==> src/rtl/pipe_hazard_ctrl_pkg.sv <==
// Shared definitions for the pipeline hazard control slice: register
// indices, default field widths and the level clamp helper.
package pipe_ctrl_pkg;

  // Pipeline register indices in the hold/flush vectors
  localparam int unsigned PREG_PC    = 32'd0;
  localparam int unsigned PREG_IFID  = 32'd1;
  localparam int unsigned PREG_IDEX  = 32'd2;
  localparam int unsigned PREG_EXMEM = 32'd3;
  localparam int unsigned PREG_MEMWB = 32'd4;

  // Default widths of the level and stall length fields
  localparam int unsigned LVL_W_DEF = 32'd3;
  localparam int unsigned LEN_W_DEF = 32'd4;

  // Levels that point past the last controlled register select the last one
  function automatic int unsigned clamp_lvl(input int unsigned lvl,
                                            input int unsigned n_preg);
    return (lvl >= n_preg) ? (n_preg - 32'd1) : lvl;
  endfunction

endpackage

==> src/rtl/pipe_hazard_ctrl_if.sv <==
// Request/control bundle between the pipeline hazard sources and the
// stall/flush merge unit.
interface pipe_hazard_ctrl_if #(
  parameter int unsigned N_STALL = 32'd2,
  parameter int unsigned N_FLUSH = 32'd2,
  parameter int unsigned N_PREG  = 32'd5,
  parameter int unsigned LVL_W   = 32'd3,
  parameter int unsigned LEN_W   = 32'd4
);
  logic [N_STALL-1:0]       stall_req;
  logic [N_STALL*LVL_W-1:0] stall_lvl;
  logic [N_STALL*LEN_W-1:0] stall_len;
  logic [N_FLUSH-1:0]       flush_req;
  logic [N_FLUSH*LVL_W-1:0] flush_lvl;
  logic                     blk_set;
  logic                     blk_clr;
  logic [N_PREG-1:0]        preg_hold;
  logic [N_PREG-1:0]        preg_flush;
  logic                     pc_stall;
  logic                     busy;

  // Request side: hazard sources drive requests and observe controls
  modport master (
    output stall_req, stall_lvl, stall_len, flush_req, flush_lvl,
           blk_set, blk_clr,
    input  preg_hold, preg_flush, pc_stall, busy
  );

  // Merge unit side
  modport slave (
    input  stall_req, stall_lvl, stall_len, flush_req, flush_lvl,
           blk_set, blk_clr,
    output preg_hold, preg_flush, pc_stall, busy
  );
endinterface

==> src/rtl/pipe_hazard_ctrl_stall_timer.sv <==
// Per-source stall hold counter. A request longer than one cycle loads the
// remaining length; the count runs down without re-trigger and is cancelled
// when a flush reaches the level this source is holding.
module pipe_stall_timer #(
  parameter int unsigned LVL_W = 32'd3,
  parameter int unsigned LEN_W = 32'd4
) (
  input  logic             clk,
  input  logic             rst_n,
  input  logic             req,
  input  logic [LEN_W-1:0] len,
  input  logic [LVL_W-1:0] lvl,
  input  logic             flush_any,
  input  logic [LVL_W-1:0] flush_lvl,
  output logic             active,
  output logic             cnt_nz
);

  logic [LEN_W-1:0] cnt_r;
  logic             cancel_s;

  // A flush at or beyond the held level squashes the stalled instruction
  always_comb begin
    cancel_s = flush_any && (flush_lvl >= lvl);
  end

  // Hold counter: cancel, then count down, then load on a new long request
  always_ff @(posedge clk) begin
    if (!rst_n) begin
      cnt_r <= {LEN_W{1'b0}};
    end else if (cancel_s) begin
      cnt_r <= {LEN_W{1'b0}};
    end else if (cnt_r != {LEN_W{1'b0}}) begin
      cnt_r <= cnt_r - {{(LEN_W-1){1'b0}}, 1'b1};
    end else if (req && (len > {{(LEN_W-1){1'b0}}, 1'b1})) begin
      cnt_r <= len - {{(LEN_W-1){1'b0}}, 1'b1};
    end else begin
      cnt_r <= cnt_r;
    end
  end

  assign cnt_nz = (cnt_r != {LEN_W{1'b0}});
  assign active = req | cnt_nz;

endmodule

==> src/rtl/pipe_hazard_ctrl.sv <==
// Stall/flush merge unit: reduces any number of tagged stall and flush
// requests to per-register hold and flush vectors, with multi-cycle stall
// timers and a sticky exception block.
module pipe_hazard_ctrl
  import pipe_ctrl_pkg::*;
#(
  parameter int unsigned N_STALL = 32'd2,
  parameter int unsigned N_FLUSH = 32'd2,
  parameter int unsigned N_PREG  = 32'd5,
  parameter int unsigned LVL_W   = LVL_W_DEF,
  parameter int unsigned LEN_W   = LEN_W_DEF
) (
  input logic               clk,
  input logic               rst_n,
  pipe_hazard_ctrl_if.slave bus
);

  logic [LVL_W-1:0]  st_lvl_s [N_STALL];
  logic [LVL_W-1:0]  fl_lvl_s [N_FLUSH];
  logic [N_STALL-1:0] active_s;
  logic [N_STALL-1:0] cnt_nz_s;
  logic               flush_any_s;
  logic [LVL_W-1:0]   f_lvl_s;
  logic               stall_s;
  logic [LVL_W-1:0]   s_lvl_s;
  logic               blk_r;
  logic [N_PREG-1:0]  hold_s;
  logic [N_PREG-1:0]  flush_s;

  // Clamp every level field to the last controlled register
  always_comb begin
    for (int i = 0; i < int'(N_STALL); i++) begin
      st_lvl_s[i] = LVL_W'(clamp_lvl(32'(bus.stall_lvl[i*LVL_W +: LVL_W]), N_PREG));
    end
    for (int j = 0; j < int'(N_FLUSH); j++) begin
      fl_lvl_s[j] = LVL_W'(clamp_lvl(32'(bus.flush_lvl[j*LVL_W +: LVL_W]), N_PREG));
    end
  end

  // Deepest flushed register over all asserted flush sources
  always_comb begin
    flush_any_s = 1'b0;
    f_lvl_s     = {LVL_W{1'b0}};
    for (int j = 0; j < int'(N_FLUSH); j++) begin
      if (bus.flush_req[j]) begin
        flush_any_s = 1'b1;
        f_lvl_s     = (fl_lvl_s[j] > f_lvl_s) ? fl_lvl_s[j] : f_lvl_s;
      end else begin
        f_lvl_s     = f_lvl_s;
      end
    end
  end

  genvar gi;
  generate
    for (gi = 0; gi < int'(N_STALL); gi++) begin : g_timer
      pipe_stall_timer #(
        .LVL_W (LVL_W),
        .LEN_W (LEN_W)
      ) u_timer (
        .clk       (clk),
        .rst_n     (rst_n),
        .req       (bus.stall_req[gi]),
        .len       (bus.stall_len[gi*LEN_W +: LEN_W]),
        .lvl       (st_lvl_s[gi]),
        .flush_any (flush_any_s),
        .flush_lvl (f_lvl_s),
        .active    (active_s[gi]),
        .cnt_nz    (cnt_nz_s[gi])
      );
    end
  endgenerate

  // Deepest held register over active stall sources; the block holds at least IF/ID
  always_comb begin
    stall_s = 1'b0;
    s_lvl_s = {LVL_W{1'b0}};
    for (int i = 0; i < int'(N_STALL); i++) begin
      if (active_s[i]) begin
        stall_s = 1'b1;
        s_lvl_s = (st_lvl_s[i] > s_lvl_s) ? st_lvl_s[i] : s_lvl_s;
      end else begin
        s_lvl_s = s_lvl_s;
      end
    end
    if (blk_r) begin
      stall_s = 1'b1;
      s_lvl_s = (s_lvl_s < LVL_W'(PREG_IFID)) ? LVL_W'(PREG_IFID) : s_lvl_s;
    end else begin
      s_lvl_s = s_lvl_s;
    end
  end

  // Sticky exception block; set wins over a simultaneous clear
  always_ff @(posedge clk) begin
    if (!rst_n) begin
      blk_r <= 1'b0;
    end else if (bus.blk_set) begin
      blk_r <= 1'b1;
    end else if (bus.blk_clr) begin
      blk_r <= 1'b0;
    end else begin
      blk_r <= blk_r;
    end
  end

  // Per-register hold/flush: flush range, bubble behind the stall, reset override
  always_comb begin
    hold_s  = {N_PREG{1'b0}};
    flush_s = {N_PREG{1'b0}};
    if (!rst_n) begin
      flush_s = {{(N_PREG-1){1'b1}}, 1'b0};
      hold_s  = {N_PREG{1'b0}};
    end else begin
      for (int k = 0; k < int'(N_PREG); k++) begin
        flush_s[k] = (flush_any_s && (k >= 1) && (k <= int'(f_lvl_s))) ||
                     (stall_s && (k == int'(s_lvl_s) + 1));
        hold_s[k]  = stall_s && (k <= int'(s_lvl_s)) && !flush_s[k];
      end
      if (flush_any_s) begin
        hold_s[PREG_PC] = 1'b0;
      end else begin
        hold_s[PREG_PC] = hold_s[PREG_PC];
      end
    end
  end

  assign bus.preg_hold  = hold_s;
  assign bus.preg_flush = flush_s;
  assign bus.pc_stall   = hold_s[PREG_PC];
  assign bus.busy       = rst_n && ((|cnt_nz_s) || blk_r);

endmodule
==> src/flat_wrapper.sv <==
// flat-port wrapper written by rule: the top's interface ports become plain ports
module pipe_hazard_ctrl_flat import pipe_ctrl_pkg::*;
#(
  parameter int unsigned N_STALL = 32'd2,
  parameter int unsigned N_FLUSH = 32'd2,
  parameter int unsigned N_PREG  = 32'd5,
  parameter int unsigned LVL_W   = LVL_W_DEF,
  parameter int unsigned LEN_W   = LEN_W_DEF
)
  (clk, rst_n, bus_stall_req, bus_stall_lvl, bus_stall_len, bus_flush_req, bus_flush_lvl, bus_blk_set, bus_blk_clr, bus_preg_hold, bus_preg_flush, bus_pc_stall, bus_busy);
  pipe_hazard_ctrl_if #(.N_STALL(N_STALL), .N_FLUSH(N_FLUSH), .N_PREG(N_PREG), .LVL_W(LVL_W), .LEN_W(LEN_W)) bus_i ();
  input logic clk;
  input logic rst_n;
  input wire logic [$bits(bus_i.stall_req)-1:0] bus_stall_req;
  input wire logic [$bits(bus_i.stall_lvl)-1:0] bus_stall_lvl;
  input wire logic [$bits(bus_i.stall_len)-1:0] bus_stall_len;
  input wire logic [$bits(bus_i.flush_req)-1:0] bus_flush_req;
  input wire logic [$bits(bus_i.flush_lvl)-1:0] bus_flush_lvl;
  input wire logic [$bits(bus_i.blk_set)-1:0] bus_blk_set;
  input wire logic [$bits(bus_i.blk_clr)-1:0] bus_blk_clr;
  output wire logic [$bits(bus_i.preg_hold)-1:0] bus_preg_hold;
  output wire logic [$bits(bus_i.preg_flush)-1:0] bus_preg_flush;
  output wire logic [$bits(bus_i.pc_stall)-1:0] bus_pc_stall;
  output wire logic [$bits(bus_i.busy)-1:0] bus_busy;
  assign bus_i.stall_req = bus_stall_req;
  assign bus_i.stall_lvl = bus_stall_lvl;
  assign bus_i.stall_len = bus_stall_len;
  assign bus_i.flush_req = bus_flush_req;
  assign bus_i.flush_lvl = bus_flush_lvl;
  assign bus_i.blk_set = bus_blk_set;
  assign bus_i.blk_clr = bus_blk_clr;
  assign bus_preg_hold = bus_i.preg_hold;
  assign bus_preg_flush = bus_i.preg_flush;
  assign bus_pc_stall = bus_i.pc_stall;
  assign bus_busy = bus_i.busy;
  pipe_hazard_ctrl #(.N_STALL(N_STALL), .N_FLUSH(N_FLUSH), .N_PREG(N_PREG), .LVL_W(LVL_W), .LEN_W(LEN_W)) u_core (.clk(clk), .rst_n(rst_n), .bus(bus_i));
endmodule
==> config.mk <==
export PLATFORM = sky130hd
export DESIGN_NAME = pipe_hazard_ctrl_flat
export DESIGN_NICKNAME = d
export VERILOG_FILES = /design/src/rtl/pipe_hazard_ctrl_pkg.sv /design/src/rtl/pipe_hazard_ctrl_if.sv /design/src/rtl/pipe_hazard_ctrl_stall_timer.sv /design/src/rtl/pipe_hazard_ctrl.sv /design/src/flat_wrapper.sv
export SDC_FILE = /design/constraint.sdc
export NUM_CORES = 1
export LEC_CHECK = 0
export BUFFER_PORTS_ARGS = -buffer_cell sky130_fd_sc_hd__buf_4
export CAP_MARGIN = 20
export CELL_PAD_IN_SITES_DETAIL_PLACEMENT = 0
export CELL_PAD_IN_SITES_GLOBAL_PLACEMENT = 1
export CORE_UTILIZATION = 36
export DETAILED_ROUTE_END_ITERATION = 8
export PLACE_DENSITY = 0.84
export SLEW_MARGIN = 20
export SYNTH_ARGS = -nofsm -noshare
export SYNTH_HDL_FRONTEND = slang
export SYNTH_SLANG_ARGS = --single-unit
export TNS_END_PERCENT = 5
==> constraint.sdc <==
create_clock -name clk -period 3.31 [get_ports clk]
set_clock_uncertainty 0.05 [all_clocks]
set_input_delay 0.4965 -clock clk [delete_from_list [all_inputs] [get_ports clk]]
set_output_delay 0.4965 -clock clk [all_outputs]
set_load 0.03 [all_outputs]
==> PnR_summary.wiki <==
{| class="wikitable"
! Metric !! Value
|-
| Global Route Usage Sum || 17.7%
|-
| Maximum clock path buffer count || 2
|-
| Count of unique library cells instantiated by Yosys || 44
|-
| Highest-count cells in the layout ignoring fill and taps || sky130_fd_sc_hd__buf_4 (40), sky130_fd_sc_hd__ha_1 (19), sky130_fd_sc_hd__inv_1 (12)
|-
| Die H || 60.8 um
|-
| Met1 track demand over resource in global routing || 21.7%
|-
| End of the worst register-to-register path || u_core.g_timer[0].u_timer.cnt_r[0]
|-
| Clock tree from TritonCTS || built
|-
| Core footprint || 0.00315 mm^2
|-
| Diode insertion count for antenna repair || 0
|-
| GR met3 Demand/Resource || 1.28%
|-
| Setup ws final || -0.161 ns
|-
| Cells after Synth || 160
|-
| H-tree levels || 1
|-
| Worst hold endpoint || u_core.blk_r
|-
| Nets || 250
|-
| Crit path from || u_core.g_timer[0].u_timer.cnt_r[0]
|-
| Category of the worst setup path launch point || flip-flop
|-
| Worst slew margin || 61.6%
|-
| Placed cell area || 0.00159 mm^2
|-
| Area growth from synthesis to final layout || 33.5%
|-
| Final hold violation count || 0
|-
| Final wirelength || 3040 um
|-
| Sequential share of the synthesized area || 14.5%
|-
| Cell area after technology mapping || 0.00124 mm^2
|-
| Via-to-Cell Ratio || 5.21
|-
| Starting density of the core || 39.4%
|-
| Clock Sink Count || 9
|-
| Worst-path maximum fanout || 5
|-
| Final routed DRC violation total || 0
|-
| Length of the first detailed-routing pass in iterations || 4
|-
| Initial DRC Count || 51
|-
| Hold bufs inserted after CTS || 0
|-
| Yosys reg bits || 9
|-
| Worst setup path class || flip-flop to primary output
|-
| Power per cell area || 615 mW/mm^2
|-
| Transition at the pin with the smallest max-transition slack || 0.571 ns
|-
| Arr. time, crit path || 2.92 ns
|-
| Hold path depth || 2
|-
| Top cell type by total area after synthesis || sky130_fd_sc_hd__ha_1
|-
| Reg-to-reg setup timing slack || 1.54 ns
|-
| Count of max-cap constraint violations || 0
|-
| Failing checks || setup timing
|-
| Global placement routability congestion || 0.872
|-
| Top-area cell type share of the netlist area || 19.1%
|-
| Leakage dissipation || 0.000781 uW
|-
| Rows || 20
|-
| HPWL after detailed placement || 2540 um
|-
| Worst R2R Start || u_core.g_timer[0].u_timer.cnt_r[0]
|-
| Global-route wire length before repair || 4980 um
|-
| Synthesized area per cell || 7.77 um^2
|-
| Placed Instances || 241
|-
| Worst hold-check path type || input port to flip-flop
|-
| Most area-consuming cells after synthesis || sky130_fd_sc_hd__ha_1 (19%), sky130_fd_sc_hd__dfxtp_1 (14%), sky130_fd_sc_hd__nor2b_1 (4.5%)
|-
| Die span in x || 60.8 um
|-
| Worst-case hold slack || 0.394 ns
|-
| Met2 usage || 32.5%
|-
| Yosys warning total || 0
|-
| Per-cell routed wire length || 12.4 um
|-
| FILL cells || 329
|-
| Endpoint class of the critical path || primary output
|-
| Achievable frequency || 288 MHz
|-
| CP required || 2.76 ns
|-
| Clock network latency to the later pin of the worst-skew pair || 0.26 ns
|-
| Clock buffers created by TritonCTS || 3
|-
| Layout cell share with drive strength beyond 1 || 30.7%
|-
| Largest net degree at the start of global routing || 11
|-
| CTS clock-pin slew for the worst setup and hold paths || 0.06 ns
|-
| Number of global-route vias before repair || 1217
|-
| Slew Viols, Final || 0
|-
| Antenna violations before repair || 0
|-
| Final setup violating endpoints || 5
|-
| Non-filler cells, final || 246
|-
| Root buf cell || sky130_fd_sc_hd__clkbuf_4
|-
| Most common cell after layout, fill and taps aside || sky130_fd_sc_hd__buf_4
|-
| HP Start || bus_blk_set
|-
| Worst-case reg-to-reg path depth || 6
|-
| Unrepaired setup endpoints after global routing || yes
|-
| Top-level I/O count || 40
|-
| DIE AREA || 0.00369 mm^2
|-
| Post-route clock period utilization || 105%
|-
| I/O Buffers || 38
|-
| Antenna violation net count after detailed routing || 0
|-
| Area of all placed cells without fillers || 0.00166 mm^2
|-
| Most used routing layer in global routing || met2
|-
| Syn_nets || 207
|-
| Post-layout min period || 3.47 ns
|-
| Maximum ir drop on the vdd rail || 0.377 mV
|-
| Outcome || complete, but fails checks
|-
| Detailed-route via count || 1282
|-
| Gr ovfl total || 0
|}
## final cells by class
| cell class | count | area [um^2] | share of cell area (%) |
|---|---|---|---|
| multi-input combinational | 132 | 1010 | 60.8 |
| inverter | 14 | 52.6 | 3.17 |
| sequential | 9 | 183 | 11.0 |
| tap | 44 | 55.1 | 3.32 |
| timing repair buffer | 43 | 334 | 20.1 |
| clock buffer | 4 | 26.3 | 1.58 |
## per-layer routing
layer	vias to the layer above	part of all wire [%]
met5	-	0
met4	0	0.89
met3	4	2.8
met2	28	49
met1	584	47
li1	666	-
## through the flow
stage	setup TNS [ns]	utilization [%]	worst slack (ns)	power (uW)
after floorplan	-0.0675	-	-0.0675	697
after global placement	0	50.5	0.0842	868
after detailed placement	0	50.5	0.0258	880
after CTS	-0.539	52.5	-0.149	1020
after global routing	-1.66	52.7	-0.313	1110
final	-0.629	52.7	-0.161	1020
## report_power, final
| group | internal [uW] | leakage, uW | switching [uW] |
|---|---|---|---|
| clock network | 46.3 | 0.0000150 | 36.8 |
| registers | 151 | 0.0000749 | 37.3 |
| logic | 357 | 0.000691 | 393 |
## what timing repair did
item | 4_1_cts | 5_1_grt
endpoints found under the setup margin | 7 | 8
resized for setup | 8 | 3
setup buffers | 1 | 0
cloned | 0 | 0
pin swaps | 2 | 2
## critical path, stage by stage (launching register included)
cell and delay [ns]:
sky130_fd_sc_hd__dfxtp_2 0.32, sky130_fd_sc_hd__inv_2 0.08, sky130_fd_sc_hd__ha_1 0.15, sky130_fd_sc_hd__or3b_4 0.41
sky130_fd_sc_hd__o21ai_2 0.17, sky130_fd_sc_hd__ha_1 0.29, sky130_fd_sc_hd__a21oi_2 0.19, sky130_fd_sc_hd__a2bb2oi_4 0.09
sky130_fd_sc_hd__a21oi_1 0.32, sky130_fd_sc_hd__o22ai_1 0.12, sky130_fd_sc_hd__a221oi_1 0.31, sky130_fd_sc_hd__buf_4 0.22
## flip-flops by register name, summed over array words and instances, names as in the netlist
name and count:
u_core.blk_r 1, u_core.g_timer.u_timer.cnt_r 8
## synthesized netlist by cell type
library cell	instances
sky130_fd_sc_hd__or3b_4	2
sky130_fd_sc_hd__nor2_2	1
sky130_fd_sc_hd__o31a_1	3
sky130_fd_sc_hd__mux2_4	1
sky130_fd_sc_hd__a21oi_1	9
sky130_fd_sc_hd__and2_1	1
sky130_fd_sc_hd__or3_1	2
sky130_fd_sc_hd__and3_1	2
sky130_fd_sc_hd__nor2_1	11
sky130_fd_sc_hd__o31ai_1	3
sky130_fd_sc_hd__o22ai_1	1
sky130_fd_sc_hd__a2bb2oi_2	1
sky130_fd_sc_hd__nand2b_1	5
sky130_fd_sc_hd__xnor2_1	2
sky130_fd_sc_hd__o21ai_0	5
sky130_fd_sc_hd__o21a_1	4
sky130_fd_sc_hd__a311o_1	2
sky130_fd_sc_hd__nand3b_1	1
sky130_fd_sc_hd__a211oi_1	4
sky130_fd_sc_hd__a31oi_1	1
sky130_fd_sc_hd__dfxtp_1	9
sky130_fd_sc_hd__buf_4	2
sky130_fd_sc_hd__inv_1	14
sky130_fd_sc_hd__a21boi_1	1
sky130_fd_sc_hd__nor3_1	9
sky130_fd_sc_hd__nor3b_4	1
sky130_fd_sc_hd__xor2_1	4
sky130_fd_sc_hd__a221o_1	1
sky130_fd_sc_hd__nand2_1	8
sky130_fd_sc_hd__nand3_1	2
sky130_fd_sc_hd__a31o_2	1
sky130_fd_sc_hd__conb_1	1
sky130_fd_sc_hd__o311ai_1	1
sky130_fd_sc_hd__nor2b_1	9
sky130_fd_sc_hd__mux2i_1	3
sky130_fd_sc_hd__or4_4	1
sky130_fd_sc_hd__o21bai_1	1
sky130_fd_sc_hd__clkbuf_1	3
sky130_fd_sc_hd__ha_1	19
sky130_fd_sc_hd__o21ai_1	1
sky130_fd_sc_hd__o211ai_1	2
sky130_fd_sc_hd__a21o_1	4
sky130_fd_sc_hd__a221oi_1	1
sky130_fd_sc_hd__or2_1	1
## worst max-delay path by stage
stage                     slack, ns  cells after the start                                  to
after floorplan               -0.07                     10                    bus_preg_hold[3]
after global placement         0.08                     11                   bus_preg_flush[1]
after detailed placement       0.03                     15  u_core.g_timer[1].u_timer.cnt_r[2]
after CTS                     -0.15                     11                   bus_preg_flush[1]
after global routing          -0.31                     11                   bus_preg_flush[1]
final                         -0.16                     11                    bus_preg_hold[3]
## logic make-up (layout without fill, tap and decap cells)
group	count (synthesis)	in the layout	share of synthesized area, %
flops	9	9	14.5
other cells	1	1	0.302
xor+xnor	6	6	4.23
buf+inv	19	61	6.34
mux	4	4	3.62
simple gates	56	56	25.6
compound gates	46	46	26.4
fa+ha+maj	19	19	19.1
Power figures use the tool's default switching activity.
